==> src/rtl/seq_divider.sv <==
// Restoring shift-subtract divider, one quotient bit every two cycles.
// Define DIV_SIGNED_EN for two's-complement operands with a sign FIXUP state.
module seq_divider #(
  parameter int WIDTH = 8
) (
  input  logic             Clk,
  input  logic             Reset_n,
  input  logic             Execute,
  input  logic [WIDTH-1:0] Dividend,
  input  logic [WIDTH-1:0] Divisor,
  output logic [WIDTH-1:0] Quotient,
  output logic [WIDTH-1:0] Remainder,
  output logic             Busy,
  output logic             Done,
  output logic             DivZero
);

  localparam int CW = $clog2(WIDTH);

  typedef enum logic [2:0] {
    IDLE  = 3'd0,
    LOAD  = 3'd1,
    SHIFT = 3'd2,
    TRIAL = 3'd3,
    FIXUP = 3'd4,
    DONE  = 3'd5
  } state_t;

  state_t           state_q, state_d;
  logic [WIDTH-1:0] a_q, a_d;
  logic [WIDTH-1:0] q_q, q_d;
  logic [WIDTH-1:0] m_q, m_d;
  logic [CW-1:0]    cnt_q, cnt_d;
  logic [WIDTH-1:0] quo_q, quo_d;
  logic [WIDTH-1:0] rem_q, rem_d;
  logic             dz_q, dz_d;

  logic [WIDTH:0]   diff;
  logic             qbit;
  logic [WIDTH-1:0] a_new;
  logic [WIDTH-1:0] q_new;
  logic [WIDTH-1:0] dvd_mag;
  logic [WIDTH-1:0] dvs_mag;
  logic             last;

`ifdef DIV_SIGNED_EN
  logic sq_q, sq_d;
  logic sr_q, sr_d;

  // Most-negative input wraps to 2^(WIDTH-1), read as unsigned.
  assign dvd_mag = Dividend[WIDTH-1] ? -Dividend : Dividend;
  assign dvs_mag = Divisor[WIDTH-1]  ? -Divisor  : Divisor;
`else
  assign dvd_mag = Dividend;
  assign dvs_mag = Divisor;
`endif

  assign diff  = {1'b0, a_q} - {1'b0, m_q};
  assign qbit  = ~diff[WIDTH];
  assign a_new = qbit ? diff[WIDTH-1:0] : a_q;
  assign q_new = {q_q[WIDTH-1:1], qbit};
  assign last  = (cnt_q == CW'(WIDTH - 1));

  always_ff @(posedge Clk or negedge Reset_n) begin
    if (!Reset_n) begin
      state_q <= IDLE;
      a_q     <= '0;
      q_q     <= '0;
      m_q     <= '0;
      cnt_q   <= '0;
      quo_q   <= '0;
      rem_q   <= '0;
      dz_q    <= 1'b0;
`ifdef DIV_SIGNED_EN
      sq_q    <= 1'b0;
      sr_q    <= 1'b0;
`endif
    end else begin
      state_q <= state_d;
      a_q     <= a_d;
      q_q     <= q_d;
      m_q     <= m_d;
      cnt_q   <= cnt_d;
      quo_q   <= quo_d;
      rem_q   <= rem_d;
      dz_q    <= dz_d;
`ifdef DIV_SIGNED_EN
      sq_q    <= sq_d;
      sr_q    <= sr_d;
`endif
    end
  end

  always_comb begin
    state_d = state_q;
    a_d     = a_q;
    q_d     = q_q;
    m_d     = m_q;
    cnt_d   = cnt_q;
    quo_d   = quo_q;
    rem_d   = rem_q;
    dz_d    = dz_q;
`ifdef DIV_SIGNED_EN
    sq_d    = sq_q;
    sr_d    = sr_q;
`endif
    unique case (state_q)
      IDLE: begin
        if (Execute) state_d = LOAD;
      end
      LOAD: begin
        q_d   = dvd_mag;
        m_d   = dvs_mag;
        a_d   = '0;
        cnt_d = '0;
        dz_d  = (Divisor == '0);
`ifdef DIV_SIGNED_EN
        sq_d  = Dividend[WIDTH-1] ^ Divisor[WIDTH-1];
        sr_d  = Dividend[WIDTH-1];
`endif
        if (Divisor == '0) begin
          quo_d   = '1;
          rem_d   = Dividend;
          state_d = DONE;
        end else begin
          state_d = SHIFT;
        end
      end
      SHIFT: begin
        a_d     = {a_q[WIDTH-2:0], q_q[WIDTH-1]};
        q_d     = {q_q[WIDTH-2:0], 1'b0};
        state_d = TRIAL;
      end
      TRIAL: begin
        a_d   = a_new;
        q_d   = q_new;
        cnt_d = cnt_q + 1'b1;
        if (last) begin
`ifdef DIV_SIGNED_EN
          state_d = FIXUP;
`else
          quo_d   = q_new;
          rem_d   = a_new;
          state_d = DONE;
`endif
        end else begin
          state_d = SHIFT;
        end
      end
`ifdef DIV_SIGNED_EN
      FIXUP: begin
        quo_d   = sq_q ? -q_q : q_q;
        rem_d   = sr_q ? -a_q : a_q;
        state_d = DONE;
      end
`endif
      DONE: begin
        if (!Execute) state_d = IDLE;
      end
      default: state_d = IDLE;
    endcase
  end

  assign Busy      = (state_q == LOAD) || (state_q == SHIFT) ||
                     (state_q == TRIAL) || (state_q == FIXUP);
  assign Done      = (state_q == DONE);
  assign Quotient  = quo_q;
  assign Remainder = rem_q;
  assign DivZero   = dz_q;

endmodule

==> config.mk <==
export PLATFORM = sky130hd
export DESIGN_NAME = seq_divider
export DESIGN_NICKNAME = d
export VERILOG_FILES = /design/src/rtl/seq_divider.sv
export SDC_FILE = /design/constraint.sdc
export NUM_CORES = 1
export LEC_CHECK = 0
export ABC_AREA = 1
export CORE_AREA = 3 3 80 82
export CTS_CLUSTER_DIAMETER = 40
export DETAILED_ROUTE_END_ITERATION = 16
export DIE_AREA = 0 0 83 85
export MAX_ROUTING_LAYER = met4
export PLACE_DENSITY = 0.68
export RECOVER_POWER = 25
export SYNTH_ARGS = -nofsm -noshare
export SYNTH_HDL_FRONTEND = slang
export SYNTH_SLANG_ARGS = --single-unit
==> constraint.sdc <==
create_clock -name Clk -period 3.4 [get_ports Clk]
set_input_delay 0.68 -clock Clk [delete_from_list [all_inputs] [get_ports Clk]]
set_output_delay 0.68 -clock Clk [all_outputs]
set_load 0.05 [all_outputs]
# Yosys cells after proc, flatten, opt, wreduce, memory -nomap -nowiden
# Index checks and enable logic that the tools add are counted.
word_totals:
  regBits: 47
  in_bits: 19
  output_inout_bits: 19
classes:
  add_sub_neg: 2
  eq_ne: 10
  mux: 15
  n_bitwise: 2
  reduce_logical: 11
ops:
  columns: ["cell", "count"]
  rows:
  - ["case mux 8 bit (3 select lines)", 2]
  - ["two-way mux 8 bit", 5]
  - ["case mux 8 bit (2 select lines)", 2]
  - ["case mux 3 bit (5 select lines)", 1]
  - ["two-way mux 3 bit", 4]
  - ["== test 3 bit, second input constant", 3]
  - ["subtractor 8 x 8 -> 9 bit", 1]
  - ["logical NOT 8 bit", 1]
  - ["inequality test 2 bit, second input constant", 4]
  - ["== test 3 x 2 -> 1 bit, second input constant", 2]
  - ["case mux 3 bit (2 select lines)", 1]
  - ["AND reduction 2 bit", 2]
  - ["nonzero test 2 bit", 2]
  - ["adder 3 x 1 -> 3 bit, second input constant", 1]
  - ["== test 3 x 1 -> 1 bit, second input constant", 1]
  - ["logical NOT 3 bit", 1]
  - ["logical OR 1 bit", 3]
  - ["AND reduction 3 bit", 1]
  - ["nonzero test 3 bit", 1]
  - ["NOT 1 bit", 2]

# Longest topological paths before layout
# Gate-level depths: netlist of the first run.
logic_depth:
  depth_word: 4
  ltp_mapped: 14

# Least setup slack after synthesis of the first run
# No wires, ideal clock.
synth_timing:
  kind: "reg2out"
  start: "reg state_q[0]"
  end: "out Done"
  arrival_ps: 1703
  t_required_ps: 2720
  slack_ps: 1017
  path_stages_with_launch: 3
  n_path_buf: 0
  path_cell_list: "dfrtp_1 -> inv_1 -> nor3_1"
synth_between:
  elab_chain_len: 1
synth_rtl:
  columns: ["item", "line_no", "text"]
  rows:
  - ["from (decl)", "29", "state_t state_q, state_d;"]
  - ["from (signal assigned)", "79", "state_q <= state_d;"]
  - ["== test 3 bit", "166", "assign Done = (state_q == DONE);"]
  - ["to (decl)", "14", "output logic Done,"]
# Every way passes these cells.

# Worst setup path in the final report of the first run
layout_timing:
  start: "reg state_q[0]"
  end: "out Busy"
layout_between:
  elab_chain_len: 4
  elab_cells_between_ends: 7
  cone_classes: "4 x eq/ne; 3 x reduce/logical"
layout_rtl:
  columns: ["item", "line_no", "text"]
  rows:
  - ["== test 3 x 1 -> 1 bit / == test 3 x 2 -> 1 bit (equally long branches)", "164", "assign Busy = (state_q == LOAD) || (state_q == SHIFT) ||"]
  - ["logical OR 1 bit (2 in series)", "164", null]
  - ["logical OR 1 bit (*)", "165", "(state_q == TRIAL) || (state_q == FIXUP);"]
  - ["to (decl)", "13", "output logic Busy,"]
# Mark *: on every way between the ends. The rest lies on a longest branch, timed or not.

==> results of run 1 <==
where the power goes:
part | internal [W] | total (W) | switching (W)
sequential | 0.000738 | 0.000839 | 0.000101
clock | 0.000167 | 0.000355 | 0.000188
combinational | 0.000443 | 0.00129 | 0.000844
state kept, by name, summed over array words and instances, names as in the netlist:
| signal | cells |
|---|---|
| Quotient | 8 |
| Remainder | 8 |
| a_q | 8 |
| m_q | 8 |
| q_q | 8 |
| cnt_q | 3 |
| state_q | 3 |
| DivZero | 1 |
cells in the final DEF, fill, tap and decap left out:
cell type	synthesis	routed
xor2_1	2	2
nor3_1	2	2
clkbuf_1	2	2
clkdlybuf4s50_1	0	36
o21ai_0	15	15
inv_2	4	3
xnor2_1	1	1
fa_1	1	1
clkinv_4	0	1
nand2_1	85	85
inv_1	58	59
nand2_4	2	2
nor2_2	2	1
dfrtp_1	47	47
ha_1	11	11
o22ai_1	8	8
nand2_2	4	4
nor2_8	1	1
clkbuf_8	0	6
nand3_1	22	23
nand4_1	3	3
o21a_1	1	1
or2_2	7	7
a22oi_1	6	6
nand3b_1	2	2
inv_4	1	1
o311ai_0	1	1
o211ai_1	1	1
nor2_1	28	29
a21oi_1	12	12
or2_1	2	2
cells by family (layout without fill, tap and decap cells):
| logic type | Yosys count | count (layout) |
|---|---|---|
| AO/OA/AOI/OAI | 44 | 44 |
| XOR/XNOR | 3 | 3 |
| adder cells (fa/ha/maj) | 12 | 12 |
| buffers and inverters | 68 | 108 |
| flip-flops | 47 | 47 |
| AND/OR/NAND/NOR | 161 | 161 |
cell usage after synthesis, drive strengths merged:
master / number
o21a: 1
o22ai: 8
xor2: 2
fa: 1
dfrtp: 47
nand2: 91
inv: 63
o211ai: 1
o311ai: 1
nand3b: 2
xnor2: 1
clkbuf: 2
ha: 11
o21ai: 15
buf: 3
nor2: 31
nor3: 2
a21oi: 12
or2: 9
a22oi: 6
nand4: 3
nand3: 23
area by class of cell:
class                      instances  area, um^2  share of cell area (%)
sequential                        47        1180                    37.7
clock buffer                       7        86.3                    2.76
inverter                          63         239                    7.65
tap                               75        93.8                    3.00
multi-input combinational        220        1150                    37.0
clock inverter                     1        8.76                   0.280
timing repair buffer              37         364                    11.7
per-stage QoR:
stage          instances  hold WS [ns]
4_1_cts              450         0.500
5_1_grt              450         0.506
2_1_floorplan        335         0.384
3_3_place_gp         442         0.474
6_report             450         0.493
3_5_place_dp         442         0.480
path summary, 6_finish.rpt:
path,start,endpoint,slack (ns)
setup / recovery,state_q[0],Busy,0.69
hold / removal,m_q[6],m_q[6],0.49
setup reg to reg,state_q[1],Remainder[3],1.18
hold reg to reg,m_q[6],m_q[6],0.49
max in group asynchronous,Reset_n,a_q[0],0.86
min in group asynchronous,Reset_n,Quotient[2],1.13
metal layers:
layer  vias up  GRT usage [%]  wire length (um)
met5         -              -                 0
met4         0           5.65                71
li1       1134              -                 -
met1      1014           21.9              2540
met3         7           2.82               116
met2        24           27.3              2660
worst reg2reg max path, delay by kind of cell, from the launching register on:
family        cells  cell delay, ns
simple gates      7            1.36
buf+inv           3            0.35
flops             1            0.41
==> impl_metrics.csv, run 1 <==
group,metric,value,unit
grt,grt_pass1_vias,2139,
yosys,ys_seq_area_share,44.9,%
clocking,root_buffer,"clkbuf_8",
floorplanning,start_util,45.1,%
yosys,syn_nets,366,
yosys,synth_xor_area_share,1.00,%
timing,skew,0.0124,ns
place,post-place-ws,0.995,ns
worst_setup_path,cp_common_cell,"nor2_1",
yosys,synthMuxAreaShare,0,%
timing,drv_slew,48,
route,drt_iter0_drc,87,
floorplanning,die_area,0.00706,mm^2
timing,tns,0,ns
floorplanning,coreArea,0.00582,mm^2
min_path,hold_depth,2,
timing,fin_crit_sh,79.6,%
worst_setup_path,crit_type,"flop to output pin",
yosys,synth_area_leaders,"dfrtp_1 45%, nand2_1 12%, inv_1 8.3%",
final_layout,syn_to_final_growth,19.2,%
worst_setup_path,path_cells,"nor2_1, nor2_1, inv_1, nand2_1, clkdlybuf4s50_1",
power_and_ir_drop,finalPower,0.00248,W
yosys,synth_cell_types,32,
route,totalWireLength,5390,um
worst_setup_path,crit_buf_inv,2,
grt,grt_max_degree,48,
worst_setup_path,cp-start-kind,"flop",
floorplanning,top_level_ports,38,
worst_setup_path,crit_slowest_cell,"clkdlybuf4s50_1",
clocking,numCtsBuffers,5,
job,drv_cap,1,
yosys,synth_area_leader_cell,"dfrtp_1",
yosys,synth-warning-count,0,
clocking,cts.sink_count,47,
route,viasPerCell,4.84,
clocking,post_cts_buffers,0,
grt,grt_pass1_wl,9560,um
route,postRouteAntennaNets,0,
clocking,cts_tree,"yes",
yosys,synth_simple_gate_area_share,27.9,%
yosys,synth_compound_area_share,9.69,%
timing,max_clock_freq,0.370,GHz
yosys,ys_ff_latch,47,
clocking,cts_resized,0,
yosys,synth_top_area_share,44.9,%
worst_setup_path,cp-end-kind,"output pin",
worst_setup_path,crit_required,2.72,ns
yosys,synth_fa_ha_area_share,6.02,%
floorplanning,core.rowCount,28,
timing,fin_crit,2.71,ns
yosys,synth_top_family_by_area,"simple AND/OR/NAND/NOR gates",
floorplanning,fp.dieW,83,um
worst_setup_path,crit_cells,5,
yosys,avgSynthCellArea,7.82,um^2
route,firstDrtPassIters,4,
worst_setup_path,cp.arrival,2.03,ns
timing,relSlewSlack,-65.2,%
worst_setup_path,rr_worst_depth,10,
clocking,ctsHtreeMaxLevel,2,
place,place_area,0.00304,mm^2
yosys,synthCells,335,
worst_setup_path,critPathMaxFanout,11,
route,num_vias,2179,
outcome,outcome,"complete, but fails checks",
timing,tightest_slew,2.48,ns
place,hpwl,4100,um
place,place.gp.congestion,0.855,
power_and_ir_drop,ir_drop,0.404,mV
final_layout,fin_util,53.7,%
final_layout,design_area,0.00312,mm^2
timing,setup_violations,0,
timing,hold_viol_final,0,
route,drc_errors,0,
grt,grt-ovfl-total,0,
clocking,clock_latency,0.31,ns
worst_setup_path,cp_top_family,"buffers and inverters",
yosys,synth_area,0.00262,mm^2
clocking,path_clk_slew,0.08,ns
final_layout,n_antenna_cell,0,
route,wire_per_inst,12.0,um
place,portBuffers,37,
timing,rsz0062_at_grt,"no",
final_layout,drive_above_1_share,6.93,%
outcome,violations,"capacitance limit, slew limit",
worst_setup_path,slowest_delay,0.71,ns
timing,setup_ws,0.695,ns
final_layout,nFillCells,613,
clocking,clockBufferDepth,2,
floorplanning,die_height,85,um
power_and_ir_drop,leakage,1.58,nW
power_and_ir_drop,power-per-cell-area,795,mW/mm^2
clocking,ctsHoldBuffers,0,
final_layout,nets,405,
grt,grt_usage,16.9,%
min_path,hold_path.class,"flop to flop",
grt,antenna_found_initial,0,
No activity file was read; power rests on OpenSTA's default activity.
==> inputs of run 2 (changes only) <==
- clock period: 3.4 -> 2.5 ns (I/O delays scaled with it)
==> run 2 against run 1 <==
Compared with the run above:
- the run now ends clean
- non-clock buffer count up 1
- sequential share of layout area fell by 0.075 points
- clock skew fell by 0.0057 ns
- critical path depth rose by 8
- worst setup slack got worse by 0.36 ns
- combinational power increased by 37%
- utilization up 0.11 points
- wire length up 4.9%
- die area unchanged
- first-iteration DRC count grew 70%
- design area up 0.20%
- via count is 0.96% higher
- critical endpoint is now Remainder[2]
==> impl_metrics.csv, run 2 (synthesized netlist as in run 1, its figures left out) <==
group,metric,value,unit
outcome,outcome,"completed",
power_and_ir_drop,power-per-cell-area,1080,mW/mm^2
timing,tns,0,ns
clocking,post_cts_buffers,0,
grt,grt_usage,17.5,%
worst_setup_path,cp-end-kind,"flop",
worst_setup_path,r2r-start,"a_q[0]",
worst_setup_path,cp.arrival,2.41,ns
final_layout,multi_input_area,0.00117,mm^2
worst_setup_path,crit_type,"flop to flop",
floorplanning,top_level_ports,38,
final_layout,nFillCells,596,
worst_setup_path,critPathMaxFanout,8,
grt,grt_max_degree,48,
worst_setup_path,r2r_slack,0.33,ns
floorplanning,core.rowCount,28,
timing,setup_violations,0,
worst_setup_path,cp-start-kind,"flop",
route,totalWireLength,5650,um
min_path,hp-start,"m_q[1]",
job,drv_cap,0,
place,place.gp.congestion,0.834,
timing,drv_slew,0,
route,drc_errors,0,
route,wire_per_inst,12.5,um
timing,max_clock_freq,0.461,GHz
min_path,hold_depth,2,
final_layout,layout_commonest_cell,"nand2_1",
worst_setup_path,rr_worst_depth,13,
final_layout,mostFrequentLayoutCells,"85 x nand2_1, 58 x inv_1, 47 x dfrtp_1, 34 x clkdlybuf4s50_1, 28 x nor2_1",
clocking,cts_tree,"yes",
timing,hold_viol_final,0,
final_layout,syn_to_final_growth,19.4,%
route,firstDrtPassIters,6,
route,postRouteAntennaNets,0,
floorplanning,die_height,85,um
final_layout,drive_above_1_share,8.78,%
place,hpwl,4250,um
worst_setup_path,crit_required,2.75,ns
final_layout,regArea,0.00118,mm^2
clocking,numCtsBuffers,5,
place,post-place-ws,0.315,ns
floorplanning,coreArea,0.00582,mm^2
grt,grt-ovfl-total,0,
route,viasPerCell,4.88,
timing,tightest_slew,1.17,ns
place,portBuffers,37,
timing,setup_ws,0.332,ns
route,num_vias,2200,
timing,skew,0.00671,ns
clocking,clock_latency,0.29,ns
clocking,root_buffer,"clkbuf_8",
grt,grt_pass1_vias,2127,
grt,grt_pass1_wl,9840,um
clocking,cts.sink_count,47,
min_path,hold_path.class,"flop to flop",
timing,rsz0062_at_grt,"no",
timing,hold_ws,0.495,ns
clocking,cts_resized,0,
timing,fin_crit,2.17,ns
clocking,clockBufferDepth,2,
grt,antenna_found_initial,0,
floorplanning,fp.dieW,83,um
clocking,ctsHtreeMaxLevel,2,
final_layout,n_antenna_cell,0,
floorplanning,die_area,0.00706,mm^2
clocking,ctsHoldBuffers,0,
final_layout,nets,406,
clocking,path_clk_slew,0.09,ns
route,drt_iter0_drc,148,
worst_setup_path,startpoint,"a_q[0]",
timing,fin_crit_sh,86.7,%
floorplanning,start_util,45.1,%
power_and_ir_drop,leakage,1.58,nW
power_and_ir_drop,ir_drop,0.576,mV
timing,relSlewSlack,22.2,%
-- run 2: report_power, final --
group          total, W  switching [W]  internal, W
sequential      0.00116       0.000154      0.00100
combinational   0.00177        0.00116     0.000608
clock          0.000451       0.000255     0.000196
-- run 2: worst paths after layout --
path,endpoint
worst max-delay path,Remainder[2]
worst min-delay path,m_q[1]
worst max register to register,Remainder[2]
worst min register to register,m_q[1]
max in group asynchronous,q_q[0]
min in group asynchronous,DivZero
-- run 2: through the flow --
stage / cell area [um^2] / cells / util (%) / power (W)
3_3_place_gp: 3050 / 443 / 52.4 / 0.00292
6_report: 3130 / 451 / 53.8 / 0.00338
3_5_place_dp: 3050 / 443 / 52.4 / 0.00295
2_1_floorplan: 2620 / 335 / - / 0.00249
5_1_grt: 3130 / 451 / 53.8 / 0.00368
4_1_cts: 3130 / 451 / 53.9 / 0.00340
-- run 2: layout make-up --
type / instances / share of cell area, %
Clock buffer: 6 / 2.32
Tap cell: 75 / 3.00
Sequential cell: 47 / 37.6
Clock inverter: 2 / 0.400
Multi-Input combinational cell: 220 / 37.4
Timing Repair Buffer: 38 / 11.7
Inverter: 63 / 7.64
-- run 2: worst max-delay path, stage by stage (launching register included) --
cell and delay (ns):
dfrtp_1 0.41, inv_1 0.09, ha_1 0.14, inv_1 0.05, fa_1 0.40, nand2_1 0.08
nand2_1 0.08, nand3_1 0.09, nand2_1 0.11, nor2_2 0.31, nand2_1 0.12, nand3_1 0.14
nand2_1 0.06, inv_1 0.05
-- run 2: routing by layer --
metal | global-route usage, % | vias up | wire [um]
li1 | - | 1128 | -
met1 | 22.5 | 1027 | 2670
met2 | 29.3 | 43 | 2760
met3 | 3.01 | 2 | 213
met4 | 3.57 | 0 | 14
met5 | - | - | 0
